==> src/rtl/types.sv <==
// Shared ALU operation codes and datapath width for the core.
// Guarded so every file that needs the codes can pull them in.
`ifndef TYPES_SV
`define TYPES_SV

`define DATA_WIDTH   32
`define ALU_SEL_SIZE 4

`define ALU_ADD     4'd0
`define ALU_SUB     4'd1
`define ALU_SLL     4'd2
`define ALU_SLT     4'd3
`define ALU_SLTU    4'd4
`define ALU_XOR     4'd5
`define ALU_SRL     4'd6
`define ALU_SRA     4'd7
`define ALU_OR      4'd8
`define ALU_AND     4'd9
`define ALU_CMP     4'd10
`define ALU_NOP     4'd14
`define ALU_INVALID 4'd15

`endif

==> src/rtl/alu_issue_pkg.sv <==
// Decode constants and the issue payload bundle shared by the
// alu_issue stage, its interfaces and its immediate generator.
`include "types.sv"

package issue_pkg;

  localparam int XLEN  = 32;
  localparam int SEL_W = `ALU_SEL_SIZE;

  typedef logic [SEL_W-1:0] sel_t;

  localparam sel_t A_ADD  = `ALU_ADD;
  localparam sel_t A_SUB  = `ALU_SUB;
  localparam sel_t A_SLL  = `ALU_SLL;
  localparam sel_t A_SLT  = `ALU_SLT;
  localparam sel_t A_SLTU = `ALU_SLTU;
  localparam sel_t A_XOR  = `ALU_XOR;
  localparam sel_t A_SRL  = `ALU_SRL;
  localparam sel_t A_SRA  = `ALU_SRA;
  localparam sel_t A_OR   = `ALU_OR;
  localparam sel_t A_AND  = `ALU_AND;
  localparam sel_t A_CMP  = `ALU_CMP;
  localparam sel_t A_NOP  = `ALU_NOP;
  localparam sel_t A_INV  = `ALU_INVALID;

  localparam logic [6:0] OPC_OP    = 7'b0110011;
  localparam logic [6:0] OPC_IMM   = 7'b0010011;
  localparam logic [6:0] OPC_LUI   = 7'b0110111;
  localparam logic [6:0] OPC_AUIPC = 7'b0010111;
  localparam logic [6:0] OPC_BR    = 7'b1100011;

  localparam logic [2:0] F3_ADD  = 3'b000;
  localparam logic [2:0] F3_SLL  = 3'b001;
  localparam logic [2:0] F3_SLT  = 3'b010;
  localparam logic [2:0] F3_SLTU = 3'b011;
  localparam logic [2:0] F3_XOR  = 3'b100;
  localparam logic [2:0] F3_SR   = 3'b101;
  localparam logic [2:0] F3_OR   = 3'b110;
  localparam logic [2:0] F3_AND  = 3'b111;

  localparam logic [2:0] F3_BEQ  = 3'b000;
  localparam logic [2:0] F3_BNE  = 3'b001;
  localparam logic [2:0] F3_BLT  = 3'b100;
  localparam logic [2:0] F3_BGE  = 3'b101;
  localparam logic [2:0] F3_BLTU = 3'b110;
  localparam logic [2:0] F3_BGEU = 3'b111;

  localparam logic [6:0] F7_Z   = 7'b0000000;
  localparam logic [6:0] F7_ALT = 7'b0100000;

  typedef struct packed {
    logic [XLEN-1:0] a;
    logic [XLEN-1:0] b;
    sel_t            sel;
    logic [4:0]      rd;
    logic            rd_we;
    logic            is_branch;
    logic            br_invert;
    logic            illegal;
  } issue_t;

  function automatic sel_t f3_op(logic [2:0] f3);
    sel_t s;
    s = A_ADD;
    unique case (f3)
      F3_ADD:  s = A_ADD;
      F3_SLL:  s = A_SLL;
      F3_SLT:  s = A_SLT;
      F3_SLTU: s = A_SLTU;
      F3_XOR:  s = A_XOR;
      F3_SR:   s = A_SRL;
      F3_OR:   s = A_OR;
      F3_AND:  s = A_AND;
    endcase
    return s;
  endfunction

endpackage

==> src/rtl/alu_issue_if.sv <==
// Upstream (register read) and downstream (execute) handshake
// bundles for the alu_issue stage.
interface issue_in_if #(parameter int DW = 32);
  logic          in_valid;
  logic          in_ready;
  logic [31:0]   in_instr;
  logic [DW-1:0] in_pc;
  logic [DW-1:0] in_rs1;
  logic [DW-1:0] in_rs2;

  modport master (
    output in_valid, in_instr, in_pc, in_rs1, in_rs2,
    input  in_ready
  );
  modport slave (
    input  in_valid, in_instr, in_pc, in_rs1, in_rs2,
    output in_ready
  );
endinterface

interface issue_out_if #(parameter int DW = 32);
  import issue_pkg::*;
  logic          out_valid;
  logic          out_ready;
  logic [DW-1:0] alu_a;
  logic [DW-1:0] alu_b;
  sel_t          alu_sel;
  logic [4:0]    rd;
  logic          rd_we;
  logic          is_branch;
  logic          br_invert;
  logic          illegal;

  modport master (
    output out_valid, alu_a, alu_b, alu_sel, rd,
    output rd_we, is_branch, br_invert, illegal,
    input  out_ready
  );
  modport slave (
    input  out_valid, alu_a, alu_b, alu_sel, rd,
    input  rd_we, is_branch, br_invert, illegal,
    output out_ready
  );
endinterface

==> src/rtl/alu_issue_imm_gen.sv <==
// I/U immediates and shift amount extracted from an RV32I word.
module imm_gen
  import issue_pkg::*;
(
  input  logic [31:0]     instr,
  output logic [XLEN-1:0] imm_i,
  output logic [XLEN-1:0] imm_u,
  output logic [XLEN-1:0] shamt
);

  logic unused_lo;

  assign imm_i     = {{20{instr[31]}}, instr[31:20]};
  assign imm_u     = {instr[31:12], 12'b0};
  assign shamt     = {27'b0, instr[24:20]};
  assign unused_lo = ^instr[11:0];

endmodule

==> src/rtl/alu_issue.sv <==
// Decode-and-issue stage: RV32I word to ALU select/operands,
// held in a one-entry valid/ready output register.
`include "types.sv"

module alu_issue
  import issue_pkg::*;
#(
  parameter int DATA_WIDTH = `DATA_WIDTH
) (
  input  logic        clk,
  input  logic        rst,
  input  logic        flush,
  issue_in_if.slave   up,
  issue_out_if.master dn
);

  logic [31:0] instr;
  logic [6:0]  opc;
  logic [2:0]  f3;
  logic [6:0]  f7;
  logic [XLEN-1:0] imm_i, imm_u, shamt;
  logic        legal, wr, acc;
  issue_t      d, q;
  logic        vld;

  assign instr = up.in_instr;
  assign opc   = instr[6:0];
  assign f3    = instr[14:12];
  assign f7    = instr[31:25];

  imm_gen u_imm (
    .instr (instr),
    .imm_i (imm_i),
    .imm_u (imm_u),
    .shamt (shamt)
  );

  always_comb begin
    d     = '0;
    legal = 1'b1;
    wr    = 1'b0;
    d.rd  = instr[11:7];
    unique case (1'b1)
      (opc == OPC_IMM): begin
        wr    = 1'b1;
        d.a   = up.in_rs1;
        d.b   = imm_i;
        d.sel = f3_op(f3);
        if (f3 == F3_SLL) begin
          d.b   = shamt;
          legal = (f7 == F7_Z);
        end else if (f3 == F3_SR) begin
          d.b   = shamt;
          d.sel = (f7 == F7_ALT) ? A_SRA : A_SRL;
          legal = (f7 == F7_Z) || (f7 == F7_ALT);
        end
      end
      (opc == OPC_OP): begin
        wr  = 1'b1;
        d.a = up.in_rs1;
        d.b = up.in_rs2;
        if (f7 == F7_Z) begin
          d.sel = f3_op(f3);
        end else if (f7 == F7_ALT) begin
          d.sel = (f3 == F3_ADD) ? A_SUB : A_SRA;
          legal = (f3 == F3_ADD) || (f3 == F3_SR);
        end else begin
          legal = 1'b0;
        end
      end
      (opc == OPC_LUI): begin
        wr    = 1'b1;
        d.b   = imm_u;
        d.sel = A_ADD;
      end
      (opc == OPC_AUIPC): begin
        wr    = 1'b1;
        d.a   = up.in_pc;
        d.b   = imm_u;
        d.sel = A_ADD;
      end
      (opc == OPC_BR): begin
        d.a         = up.in_rs1;
        d.b         = up.in_rs2;
        d.is_branch = 1'b1;
        d.br_invert = f3[0];
        unique case (f3)
          F3_BEQ, F3_BNE:   d.sel = A_CMP;
          F3_BLT, F3_BGE:   d.sel = A_SLT;
          F3_BLTU, F3_BGEU: d.sel = A_SLTU;
          default:          legal = 1'b0;
        endcase
      end
      default: legal = 1'b0;
    endcase
    // illegal entries still issue, but carry no operands or branch info
    if (!legal) begin
      d.a         = '0;
      d.b         = '0;
      d.sel       = A_INV;
      d.is_branch = 1'b0;
      d.br_invert = 1'b0;
    end
    d.illegal = !legal;
    d.rd_we   = legal && wr && (d.rd != 5'd0);
  end

  assign up.in_ready = !flush && (!vld || dn.out_ready);
  assign acc         = up.in_valid && up.in_ready;

  always_ff @(posedge clk or posedge rst) begin
    if (rst) begin
      vld   <= 1'b0;
      q     <= '0;
      q.sel <= A_NOP;
    end else if (flush) begin
      vld <= 1'b0;
    end else if (acc) begin
      vld <= 1'b1;
      q   <= d;
    end else if (dn.out_ready) begin
      vld <= 1'b0;
    end
  end

  assign dn.out_valid = vld;
  assign dn.alu_a     = q.a;
  assign dn.alu_b     = q.b;
  assign dn.alu_sel   = q.sel;
  assign dn.rd        = q.rd;
  assign dn.rd_we     = q.rd_we;
  assign dn.is_branch = q.is_branch;
  assign dn.br_invert = q.br_invert;
  assign dn.illegal   = q.illegal;

endmodule

==> src/flat_wrapper.sv <==
// flat-port wrapper written by rule: the top's interface ports become plain ports
module alu_issue_flat import issue_pkg::*;
#(
  parameter int DATA_WIDTH = `DATA_WIDTH
)
  (clk, rst, flush, up_in_valid, up_in_instr, up_in_pc, up_in_rs1, up_in_rs2, up_in_ready, dn_out_valid, dn_alu_a, dn_alu_b, dn_alu_sel, dn_rd, dn_rd_we, dn_is_branch, dn_br_invert, dn_illegal, dn_out_ready);
  issue_in_if #(.DW(32)) up_i ();
  issue_out_if #(.DW(32)) dn_i ();
  input  logic clk;
  input  logic rst;
  input  logic flush;
  input wire logic [$bits(up_i.in_valid)-1:0] up_in_valid;
  input wire logic [$bits(up_i.in_instr)-1:0] up_in_instr;
  input wire logic [$bits(up_i.in_pc)-1:0] up_in_pc;
  input wire logic [$bits(up_i.in_rs1)-1:0] up_in_rs1;
  input wire logic [$bits(up_i.in_rs2)-1:0] up_in_rs2;
  output wire logic [$bits(up_i.in_ready)-1:0] up_in_ready;
  output wire logic [$bits(dn_i.out_valid)-1:0] dn_out_valid;
  output wire logic [$bits(dn_i.alu_a)-1:0] dn_alu_a;
  output wire logic [$bits(dn_i.alu_b)-1:0] dn_alu_b;
  output wire logic [$bits(dn_i.alu_sel)-1:0] dn_alu_sel;
  output wire logic [$bits(dn_i.rd)-1:0] dn_rd;
  output wire logic [$bits(dn_i.rd_we)-1:0] dn_rd_we;
  output wire logic [$bits(dn_i.is_branch)-1:0] dn_is_branch;
  output wire logic [$bits(dn_i.br_invert)-1:0] dn_br_invert;
  output wire logic [$bits(dn_i.illegal)-1:0] dn_illegal;
  input wire logic [$bits(dn_i.out_ready)-1:0] dn_out_ready;
  assign up_i.in_valid = up_in_valid;
  assign up_i.in_instr = up_in_instr;
  assign up_i.in_pc = up_in_pc;
  assign up_i.in_rs1 = up_in_rs1;
  assign up_i.in_rs2 = up_in_rs2;
  assign up_in_ready = up_i.in_ready;
  assign dn_out_valid = dn_i.out_valid;
  assign dn_alu_a = dn_i.alu_a;
  assign dn_alu_b = dn_i.alu_b;
  assign dn_alu_sel = dn_i.alu_sel;
  assign dn_rd = dn_i.rd;
  assign dn_rd_we = dn_i.rd_we;
  assign dn_is_branch = dn_i.is_branch;
  assign dn_br_invert = dn_i.br_invert;
  assign dn_illegal = dn_i.illegal;
  assign dn_i.out_ready = dn_out_ready;
  alu_issue #(.DATA_WIDTH(DATA_WIDTH)) u_core (.clk(clk), .rst(rst), .flush(flush), .up(up_i), .dn(dn_i));
endmodule
==> config.mk <==
export PLATFORM = sky130hd
export DESIGN_NAME = alu_issue_flat
export DESIGN_NICKNAME = d
export VERILOG_FILES = /design/src/rtl/alu_issue_pkg.sv /design/src/rtl/alu_issue_if.sv /design/src/rtl/alu_issue_imm_gen.sv /design/src/rtl/alu_issue.sv /design/src/flat_wrapper.sv
export VERILOG_INCLUDE_DIRS = /design/src /design/src/rtl
export SDC_FILE = /design/constraint.sdc
export NUM_CORES = 1
export LEC_CHECK = 0
export BUFFER_PORTS_ARGS = -buffer_cell sky130_fd_sc_hd__buf_2
export CELL_PAD_IN_SITES_DETAIL_PLACEMENT = 1
export CELL_PAD_IN_SITES_GLOBAL_PLACEMENT = 2
export CORE_AREA = 2 2 137 139
export DETAILED_ROUTE_END_ITERATION = 10
export DIE_AREA = 0 0 139 141
export PLACE_DENSITY_LB_ADDON = 0.1
export REMOVE_ABC_BUFFERS = 1
export SYNTH_ARGS = -nofsm -noshare
export SYNTH_HDL_FRONTEND = slang
export SYNTH_HIERARCHICAL = 1
export SYNTH_SLANG_ARGS = --single-unit
==> constraint.sdc <==
create_clock -name clk -period 4.7 [get_ports clk]
set_input_delay 0.47 -clock clk [delete_from_list [all_inputs] [get_ports clk]]
set_output_delay 0.47 -clock clk [all_outputs]
set_load 0.05 [all_outputs]
# After elaboration in Yosys (flattened, before gate mapping)
# Memories as Yosys holds them, arrays and structs flattened.
# Index checks and enable logic that the tools add are counted.
word_totals:
  word_cells: 68
  input_bits: 133
  regBits: 78
  latchBits: 0
  mem_count: 2
  mem_bits_ro: 64
  ramBits: 0
  out_inout_bits: 79
memory_table:
  columns: ["memory", "words", "width", "read_ports", "rd_clocked_by_memory_dff", "wr", "line_no", "source"]
  rows:
  - ["(name not given)", 8, 4, 1, 0, 0, "alu_issue_pkg.sv:65", "unique case (f3)"]
  - ["(name not given)", 8, 4, 1, 0, 0, "alu_issue_pkg.sv:65", null]
classes:
  n_div: 0
  n_mul: 0
  n_eq_ne: 11
  add_sub_neg: 0
  n_bitwise: 1
  n_lt_le_gt_ge: 0
  n_shift: 0
  mux: 23
  reduce_logical: 22
op_table:
  columns: ["operator", "n"]
  rows:
  - ["$pmux W36 S4", 1]
  - ["$mux W68", 1]
  - ["$pmux W32 S2", 1]
  - ["$mux W36", 1]
  - ["$mux W32", 1]
  - ["$eq A7 B6 Y1 const B", 3]
  - ["$eq A7 B5 Y1 const B", 2]
  - ["$eq A3 B3 Y1 const B", 4]
  - ["$mux W4", 3]
  - ["$pmux W4 S3", 1]
  - ["$mux W1", 10]
  - ["$reduce_or A2 Y1", 4]
  - ["$eq A7 B7 Y1 const B", 1]
  - ["$logic_not A7 Y1", 1]
  - ["$reduce_or A6 Y1", 1]
  - ["$reduce_bool A5 Y1", 1]
  - ["$logic_and A1 B1 Y1", 4]
  - ["$mux W2", 2]
  - ["$pmux W1 S4", 1]
  - ["$reduce_or A4 Y1", 1]
  - ["$eq A3 B1 Y1 const B", 1]
  - ["$logic_not A1 Y1", 3]
  - ["$logic_not A3 Y1", 1]
  - ["$logic_or A1 B1 Y1", 3]
  - ["other kinds (5)", 5]

# Logic depth before layout (Yosys ltp)
# Gate-level depths: netlist (run 1).
logic_depth:
  depth_word: 7
  mapped_depth: 9
  depth_no_buf: 7

# Cells and area by module
# Netlist (run 1), hierarchy kept.
modules_own_cells:
  columns: ["module", "n_inst", "area_each_um2", "cells_per_inst", "seq_area_each_um2"]
  rows:
  - ["alu_issue", 1, 4611.9, 423, 1955.6]
  - ["imm_gen", 1, 724.4, 97, 0.0]

# Worst setup path before layout (run 1)
# Ideal clock, no wire load.
synth_timing:
  kind: "input port to flip-flop"
  from: "input port up_in_instr[13]"
  to: "register u_core.q (netlist bit u_core/dn.alu_b[10])"
  required_time_ns: 4.580
  setup_slack_ns: 2.539
  path_stages: 8
  setup_ns: 0.120
  path_buffers: 2
  arrival_time_ns: 2.041
  cell_sequence: "inv_1 ha_1 buf_2 clkbuf_1 mux2_2 a222oi_1 nand2_1 o211a_1"
synth_between:
  elab_chain_len: 6
  elab_cells_between_ends: 18
  classes_between: "5 x eq/ne; 10 x mux; 3 x reduce/logical"
synth_lines:
  columns: ["element", "line_no", "source"]
  rows:
  - ["start, declared", "flat_wrapper.sv:13", "input wire logic [$bits(up_i.in_instr)-1:0] up_in_instr;"]
  - ["$eq A3 B3 Y1 or $logic_not A3 Y1 (tied branches)", "alu_issue.sv:52, alu_issue.sv:66, alu_issue.sv:87", null]
  - ["$logic_or A1 B1 Y1", "alu_issue.sv:66", "legal = (f3 == F3_ADD) || (f3 == F3_SR);"]
  - ["$mux W1", "alu_issue.sv:64", "end else if (f7 == F7_ALT) begin"]
  - ["$mux W1", "alu_issue.sv:62", "if (f7 == F7_Z) begin"]
  - ["$pmux W1 S4", "alu_issue.sv:43", "unique case (1'b1)"]
  - ["$mux W68 *", "alu_issue.sv:97", "if (!legal) begin"]
  - ["end, declared", "alu_issue.sv:23", "issue_t d, q;"]
# Mark *: on every way between the ends. The rest lies on a longest branch, timed or not.
# A chain may end at the register's enable or synchronous reset.

# Worst setup path in the final report (run 1)
layout_timing:
  from: "input port up_in_instr[13]"
  to: "register u_core.q (netlist bit u_core/dn.br_invert)"
layout_between:
  elab_chain_len: 6
  elab_cells_between_ends: 15
  classes_between: "5 x eq/ne; 7 x mux; 3 x reduce/logical"
layout_lines:
  columns: ["element", "line_no"]
  rows:
  - ["$eq A3 B3 Y1 or $logic_not A3 Y1 (tied branches)", "alu_issue.sv:52, alu_issue.sv:66, alu_issue.sv:87"]
  - ["$logic_or A1 B1 Y1", "alu_issue.sv:66"]
  - ["$mux W1", "alu_issue.sv:64"]
  - ["$mux W1", "alu_issue.sv:62"]
  - ["$pmux W1 S4 *", "alu_issue.sv:43"]
  - ["$mux W2 *", "alu_issue.sv:97"]
# Marked as above.

==> results.toml, run 1 <==
[power_and_ir_drop]
vdd_drop_max_uv = 163
p_switching_mw = 0.639
power_density_nw_per_um2 = 307
p_clk_share_pct = 37.3
combPwrFrac_pct = 24.2
p_int_mw = 1.29
swShare_pct = 33.1
pwr-share-seq_pct = 38.5
p_leak_nw = 3.32

[sta]
rsz0062_at_grt = "false"
final.period_utilization_pct = 61.1
slew_viol_final = 0
fin_worst_skew_ns = 0.00431
hold_slack_ns = 0.145
worst_pin_slew_ns = 0.932
finalSetupTns_ns = 0
setup_viol = 0
hold_viol = 0
fmax_ghz = 0.348
period_needed_ns = 2.87
maxSlewHeadroom_pct = 37.7

[die]
ios = 212
die_y_um = 141
rows = 50
die_w_um = 139
die_area_um2 = 19600
core_um2 = 18300
start_util_pct = 29.2

[yosys]
synth_cell_types = 54
syn_area_um2 = 5340
post_synth.cell_area_avg_um2 = 10.3
synth_warnings = 6
synth_edf_count = 0
yosysSeqAreaShare_pct = 36.6
async_flop_share_pct = 100
synthFlopType = "dfrtp_1"
synthCells = 520
synth_seq_cells = 78

[setup_path]
ff2ff_path_depth = 5
cp-start-kind = "primary input"
r2r_start = "u_core/dn.out_valid$_DFFE_PP0P_"
path_max_fanout = 38
crit_arrival_ns = 3.14
crit_path_start = "up_in_instr[13]"
cp_cell_sequence = "buf_2 -> inv_1 -> ha_2 -> buf_4 -> nor2_1 -> a2111oi_2 -> a311oi_4 -> a21oi_4 -> a32o_1"
cp_num_cells = 9
cp-end-kind = "flop"
cp.required_ns = 4.97
crit_family = "compound AO/OA/AOI/OAI gates"
critical_path_buf_inv_count = 3
cpMaxStageDelayCell = "a21oi_4"
critPathKind = "in2reg"
cpPeakStageDelay_ns = 0.78

[drt]
drc = 0
drt-total-wl_mm = 16.0
routed_via_density = 4.99
num_vias = 4444
drt-initial-drc-count = 218
drt_pass1_iterations = 6
drt-wirelength-per-cell_um = 17.9
ant_nets = 0

[finish]
layout_common_cells = "211 x buf_2, 75 x dfrtp_1, 66 x a22o_1, 57 x nand2_1, 39 x conb_1"
postLayoutCoreUtil_pct = 34.4
area.growth.synth_to_final_pct = 17.7
fill_cells = 2151
fin_cells = 890
multi_input_area_um2 = 2570
final_common_cell = "buf_2"
diodes = 0
drive_gt1_share_pct = 44.1
fin_area_um2 = 6280
regArea_um2 = 1960
fin_nets = 788

[run]
max_cap_viol_count = 0

[clock_network]
cts-root-buf = "clkbuf_16"
clk_latency_ns = 0.33
h-tree-depth = 3
cts_tree = "yes"
cts_buffer_depth = 2
cts-hold-fix-buffers = 0
post_cts_buffers = 0
cts_sinks = 78
cts_made_buffers = 9
path_clk_slew_ns = 0.06
cts-resized-gates = 0

[global_route]
grt.overflow.total = 0
antenna_found_initial = 0
grt_pass1_vias = 4605
track_usage_pct = 16.0
grt_pass1_wl_mm = 25.0
grt_start_max_net_pins = 75

[place]
place_hpwl_mm = 11.0
dp.cells = 874
place.gp.congestion = 0.776
numPortBuffers = 211
placed_area_um2 = 5980

[min_path]
hold_path.class = "in2async"

[status]
status = "completed"
==> area by class of cell <==
class,count,share of cell area [%]
Inverter,9,0.558
Multi-Input combinational cell,333,40.9
Clock buffer,10,3.80
Timing Repair Buffer,220,17.9
Tap cell,234,4.66
Clock inverter,6,1.10
Sequential cell,78,31.1
==> metrics by stage <==
| stage | total power [mW] | setup WS [ns] |
|---|---|---|
| final | 1.93 | 1.83 |
| after global routing | 2.03 | 1.59 |
| after CTS | 1.97 | 1.76 |
| after detailed placement | 1.23 | 1.45 |
| after global placement | 1.22 | 1.56 |
| after floorplan | 1.06 | 1.59 |
==> synthesized netlist by cell type, types with 2 or more instances <==
cell / instances / share of area, %
a21oi_1: 7 / 0.66
a222oi_1: 32 / 6.0
a22o_1: 66 / 11
a311oi_1: 2 / 0.33
and3_1: 2 / 0.23
buf_1: 5 / 0.35
buf_2: 11 / 1.0
buf_4: 97 / 14
buf_6: 7 / 1.5
clkbuf_1: 18 / 1.3
dfrtp_1: 75 / 35
dfstp_2: 3 / 1.5
ha_1: 4 / 0.94
inv_1: 8 / 0.56
mux2_2: 32 / 6.8
nand2_1: 57 / 4.0
nand2b_1: 3 / 0.35
nand3_1: 4 / 0.38
nor2_1: 11 / 0.77
nor2b_1: 2 / 0.23
nor3_1: 4 / 0.38
nor4_4: 2 / 0.80
o211a_1: 32 / 6.0
o211ai_1: 3 / 0.42
o21ai_0: 3 / 0.28
o31ai_1: 2 / 0.28
==> metal layers <==
metal,vias to the layer above,wire length (um),GRT usage (%)
li1,2099,-,-
met1,2168,6990,20.2
met2,163,7670,27.1
met3,14,1130,4.31
met4,0,187,4.84
met5,-,0,0
==> registers in the layout (all words and copies together) (netlist names) <==
signal and count:
u_core/dn.illegal 1, u_core/dn.rd 5, u_core/dn.br_invert 1, u_core/dn.alu_sel 4, u_core/dn.out_valid 1, u_core/dn.alu_b 32, u_core/dn.alu_a 32, u_core/dn.is_branch 1
u_core/dn.rd_we 1
==> power groups by stage <==
stage | sequential (mW) | clock, mW | combinational, mW
2_1_floorplan | 0.921 | 0 | 0.139
3_3_place_gp | 0.755 | 0 | 0.467
3_5_place_dp | 0.758 | 0 | 0.472
4_1_cts | 0.745 | 0.752 | 0.473
5_1_grt | 0.751 | 0.779 | 0.501
6_report | 0.744 | 0.720 | 0.466
==> final timing paths <==
path	to	slack, ns
min in group clk	u_core/dn.out_valid$_DFFE_PP0P_	0.32
hold reg to reg	u_core/dn.rd[2]$_DFFE_PP0P_	0.48
setup reg to reg	u_core/dn.alu_b[14]$_DFFE_PP0P_	2.43
hold / removal	u_core/dn.illegal$_DFFE_PP0P_	0.14
setup / recovery	u_core/dn.br_invert$_DFFE_PP0P_	1.83
max in group asynchronous	u_core/dn.alu_b[26]$_DFFE_PP0P_	3.47
==> cell families after synthesis <==
group	synth area share [%]
other cells	0.0703
buf+inv	18.4
mux	6.94
xor+xnor	0.164
flops	36.6
compound gates	27.4
fa+ha+maj	0.938
simple gates	9.43
Power figures use the tool's default switching activity.
==> run 2, diff against run 1 <==
- CORE_AREA: 2 2 137 139 -> 2 2 147 149
- DIE_AREA: 0 0 139 141 -> 0 0 149 151
- clock period: 4.7 -> 2.4 ns (I/O delays scaled with it)
==> results.toml, run 2 (synthesis gave the netlist of run 1 again) <==
[sta]
slew_viol_final = 0
period_needed_ns = 2.18
final.period_utilization_pct = 90.9
maxSlewHeadroom_pct = 35.7
worst_pin_slew_ns = 0.962
finalSetupTns_ns = 0
hold_viol = 0
setup_viol = 0
fmax_ghz = 0.459
fin_ws_ns = 0.219
fin_worst_skew_ns = 0.00642
rsz0062_at_grt = "false"

[global_route]
grt_start_max_net_pins = 61
grt.overflow.total = 0
grt_pass1_vias = 4736
grt_pass1_wl_mm = 26.0
track_usage_pct = 14.9
antenna_found_initial = 1

[die]
die_y_um = 151
ios = 212
die_w_um = 149
rows = 53
core_um2 = 20800
start_util_pct = 25.6
die_area_um2 = 22500

[finish]
fill_cells = 2465
final_common_cell = "buf_2"
diodes = 0
area.growth.synth_to_final_pct = 21.5
fin_nets = 799
regArea_um2 = 1960
drive_gt1_share_pct = 45.0
layout_common_cells = "211 x buf_2, 75 x dfrtp_1, 66 x a22o_1, 57 x nand2_1, 39 x conb_1"
multi_input_area_um2 = 2570

[setup_path]
setup.worst_path.end = "u_core/dn.br_invert$_DFFE_PP0P_"
cp.required_ns = 2.67
r2r_slack_ns = 0.68
ff2ff_path_depth = 4
r2r-end = "u_core/dn.br_invert$_DFFE_PP0P_"
r2r_start = "u_core/dn.out_valid$_DFFE_PP0P_"
cp_cell_sequence = "buf_2 -> inv_1 -> ha_1 -> o21ai_0 -> a2111oi_2 -> a311oi_4 -> a21oi_4 -> a32o_1"
cpPeakStageDelay_ns = 0.79
critPathKind = "in2reg"
cp-end-kind = "flop"
crit_arrival_ns = 2.45
crit_path_start = "up_in_instr[12]"
cp-start-kind = "primary input"
path_max_fanout = 35
cpMaxStageDelayCell = "a21oi_4"

[drt]
num_vias = 4473
drt_pass1_iterations = 7
drc = 0
ant_nets = 0
drt-initial-drc-count = 253
drt-total-wl_mm = 16.7
drt-wirelength-per-cell_um = 17.8
routed_via_density = 4.75

[run]
max_cap_viol_count = 0

[power_and_ir_drop]
p_leak_nw = 3.39
power_density_nw_per_um2 = 597
swShare_pct = 34.2
vdd_drop_max_uv = 327
p_int_mw = 2.54
pwr-share-seq_pct = 37.7
combPwrFrac_pct = 24.4
p_clk_share_pct = 38.0
p_switching_mw = 1.33

[clock_network]
cts_sinks = 78
cts-root-buf = "clkbuf_16"
post_cts_buffers = 0
cts-resized-gates = 0
h-tree-depth = 3
cts_buffer_depth = 2
cts_tree = "yes"
path_clk_slew_ns = 0.07
cts_made_buffers = 9
clk_latency_ns = 0.34
cts-hold-fix-buffers = 0

[place]
dpl_worst_slack_ns = -0.149
place.gp.congestion = 0.806
numPortBuffers = 211
place_hpwl_mm = 12.0

[min_path]
hold_path.class = "in2async"

[status]
status = "completed"
[run 2: cell types whose count changed in the layout (fill, tap and decap cells not counted)]
cell / delta
buf_4: +6
buf_12: +5
inv_6: +4
clkinv_4: -2
clkbuf_8: -1
clkinv_2: -1
clkinvlp_4: -1
inv_8: +1
[run 2: critical path: cells and delay by family]
kind	cells	cell delay [ns]
AO/OA/AOI/OAI	5	1.82
adder cells (fa/ha/maj)	1	0.17
buffers and inverters	2	0.22
[run 2: area by class of cell]
type	instances	area share [%]
multi-input cells	333	39.6
well taps	275	5.31
clock buffers	9	3.47
flip-flops and latches	78	30.2
inverters	9	0.540
clock inverters	7	1.31
repair buffers	231	19.6
[run 2: per-stage QoR]
step           power, mW  util, %  cell area (um2)  cells  hold slack [ns]
2_1_floorplan       2.07        -             4530    420            0.306
3_3_place_gp        2.43     29.6             6170    926            0.412
3_5_place_dp        2.44     29.6             6170    926            0.420
4_1_cts             3.96     31.1             6480    942           0.0410
5_1_grt             4.09     31.1             6480    942           0.0725
6_report            3.87     31.1             6480    942           0.0132
[run 2: per-layer routing]
metal	part of all wire [%]	wire length, um	track usage [%]	vias to the layer above
met2	47	7840	25.0	164
li1	-	-	-	2109
met5	0.072	12	0	-
met1	45	7500	18.7	2190
met4	0.65	109	3.14	2
met3	7.5	1260	4.64	8
[run 2: worst min-delay path by stage]
stage	slack, ns	cells after the start	end
4_1_cts	0.04	2	u_core/dn.illegal$_DFFE_PP0P_
3_3_place_gp	0.41	2	u_core/dn.alu_b[25]$_DFFE_PP0P_
6_report	0.01	2	u_core/dn.alu_b[26]$_DFFE_PP0P_
5_1_grt	0.07	2	u_core/dn.illegal$_DFFE_PP0P_
2_1_floorplan	0.31	1	u_core/dn.out_valid$_DFFE_PP0P_
3_5_place_dp	0.42	2	u_core/dn.alu_b[25]$_DFFE_PP0P_
[run 2: power groups by stage]
stage | registers (mW) | logic [mW] | clock network (mW)
2_1_floorplan | 1.80 | 0.272 | 0
3_3_place_gp | 1.48 | 0.946 | 0
3_5_place_dp | 1.48 | 0.956 | 0
4_1_cts | 1.46 | 0.958 | 1.54
5_1_grt | 1.47 | 1.01 | 1.60
6_report | 1.46 | 0.942 | 1.47
==> run 3, diff against run 2 <==
- PLACE_DENSITY_LB_ADDON: 0.1 -> 0.05
==> results.toml, run 3 (synthesis gave the netlist of run 1 again) <==
[die]
rows = 53
start_util_pct = 25.6
core_um2 = 20800
die_area_um2 = 22500
die_w_um = 149
ios = 212
die_y_um = 151

[setup_path]
cp-end-kind = "flop"
critPathKind = "in2reg"
r2r_start = "u_core/dn.out_valid$_DFFE_PP0P_"
r2r-end = "u_core/dn.alu_a[30]$_DFFE_PP0P_"
cp_num_cells = 8
cp.required_ns = 2.68
r2r_slack_ns = 0.74
crit_path_start = "up_in_instr[12]"
cpPeakStageDelay_ns = 0.72
ff2ff_path_depth = 4
crit_arrival_ns = 2.35
path_max_fanout = 17
crit_family = "compound AO/OA/AOI/OAI gates"
cp_cell_sequence = "buf_2 -> inv_1 -> ha_1 -> o21ai_0 -> a2111oi_2 -> a311oi_4 -> a21oi_2 -> a22o_1"
setup.worst_path.end = "u_core/dn.alu_a[30]$_DFFE_PP0P_"
cp-start-kind = "primary input"
critical_path_buf_inv_count = 2
cpMaxStageDelayCell = "a21oi_2"

[sta]
hold_slack_ns = 0.00777
period_needed_ns = 2.08
slew_viol_final = 0
rsz0062_at_grt = "false"
worst_pin_slew_ns = 0.875
fin_worst_skew_ns = 0.00491
hold_viol = 0
finalSetupTns_ns = 0
setup_viol = 0
final.period_utilization_pct = 86.6
fmax_ghz = 0.481
maxSlewHeadroom_pct = 41.7
fin_ws_ns = 0.323

[clock_network]
h-tree-depth = 3
clk_latency_ns = 0.34
cts_sinks = 78
cts_made_buffers = 9
cts_buffer_depth = 2
cts-hold-fix-buffers = 0
path_clk_slew_ns = 0.06
cts-root-buf = "clkbuf_16"
cts_tree = "yes"

[finish]
final_common_cell = "buf_2"
diodes = 0
area.growth.synth_to_final_pct = 21.6
multi_input_area_um2 = 2580
regArea_um2 = 1960
fin_nets = 803
postLayoutCoreUtil_pct = 31.2
fill_cells = 2455
fin_cells = 945
layout_common_cells = "211 x buf_2, 75 x dfrtp_1, 66 x a22o_1, 57 x nand2_1, 39 x conb_1"
drive_gt1_share_pct = 45.2

[global_route]
grt_pass1_wl_mm = 27.0
grt_start_max_net_pins = 47
track_usage_pct = 15.6
antenna_found_initial = 0
grt_pass1_vias = 4828
grt.overflow.total = 0

[place]
numPortBuffers = 211
dp.cells = 929
dpl_worst_slack_ns = -0.176
place_hpwl_mm = 12.3
place.gp.congestion = 0.748

[drt]
drc = 0
drt-initial-drc-count = 203
ant_nets = 0
drt_pass1_iterations = 5
routed_via_density = 4.84
drt-wirelength-per-cell_um = 18.6
num_vias = 4574
drt-total-wl_mm = 17.5

[power_and_ir_drop]
power_density_nw_per_um2 = 588
vdd_drop_max_uv = 324
p_leak_nw = 3.39

[run]
max_cap_viol_count = 0

[status]
status = "completed"

[min_path]
hold_path.class = "in2async"
-- run 3: cell types whose count changed in the layout (fill, tap and decap cells not counted) --
cell / change
buf_4: +4
inv_6: -4
clkinvlp_4: +2
a21oi_2: +1
buf_12: -1
clkbuf_8: +1
clkinv_2: +1
inv_8: -1
-- run 3: worst min path at each step --
| stage | start | endpoint | cells past startpoint | slack, ns |
|---|---|---|---|---|
| global route | rst | u_core/dn.alu_b[16]$_DFFE_PP0P_ | 2 | 0.05 |
| global placement | rst | u_core/dn.alu_b[16]$_DFFE_PP0P_ | 2 | 0.39 |
| detailed placement | rst | u_core/dn.alu_b[16]$_DFFE_PP0P_ | 2 | 0.41 |
| finish | rst | u_core/dn.alu_b[25]$_DFFE_PP0P_ | 2 | 0.008 |
| floorplan | flush | u_core/dn.out_valid$_DFFE_PP0P_ | 1 | 0.31 |
| CTS | rst | u_core/dn.alu_b[16]$_DFFE_PP0P_ | 2 | 0.03 |
-- run 3: where the power goes --
group          internal [mW]  switching [mW]  leakage (nW)
Clock                  0.831           0.583         0.141
Combinational          0.302           0.642          2.22
Sequential              1.41          0.0480          1.03
Total                   2.54            1.27          3.39
-- run 3: worst reg2reg max path, stage by stage, from the launching register on --
cell and delay [ns]:
dfrtp_1 0.39, nand2b_1 0.11, nand3_2 0.17, a21oi_2 0.69, a22o_1 0.24
-- run 3: layer usage --
metal	track usage (%)	wire length, um	up-vias
li1	-	-	2131
met1	19.6	7480	2256
met2	26.2	8430	174
met3	4.25	1410	13
met4	5.10	231	0
met5	0	0	-
-- run 3: area by class of cell --
cell class / instances / share of cell area [%]
clock buffer: 10 / 3.68
clock inverter: 5 / 0.906
tap: 275 / 5.30
multi-input combinational: 334 / 39.7
inverter: 9 / 0.540
sequential: 78 / 30.1
timing repair buffer: 234 / 19.7
-- run 3: timing repair --
action	in CTS	in global routing
endpoints found under the setup margin	0	1
buffers inserted	0	0
resized for setup	0	0
-- run 3: through the flow --
step | area [um2] | power, mW
after floorplan | 4530 | 2.07
after global placement | 6180 | 2.43
after detailed placement | 6180 | 2.44
after CTS | 6480 | 3.89
after global routing | 6490 | 4.02
final | 6490 | 3.82
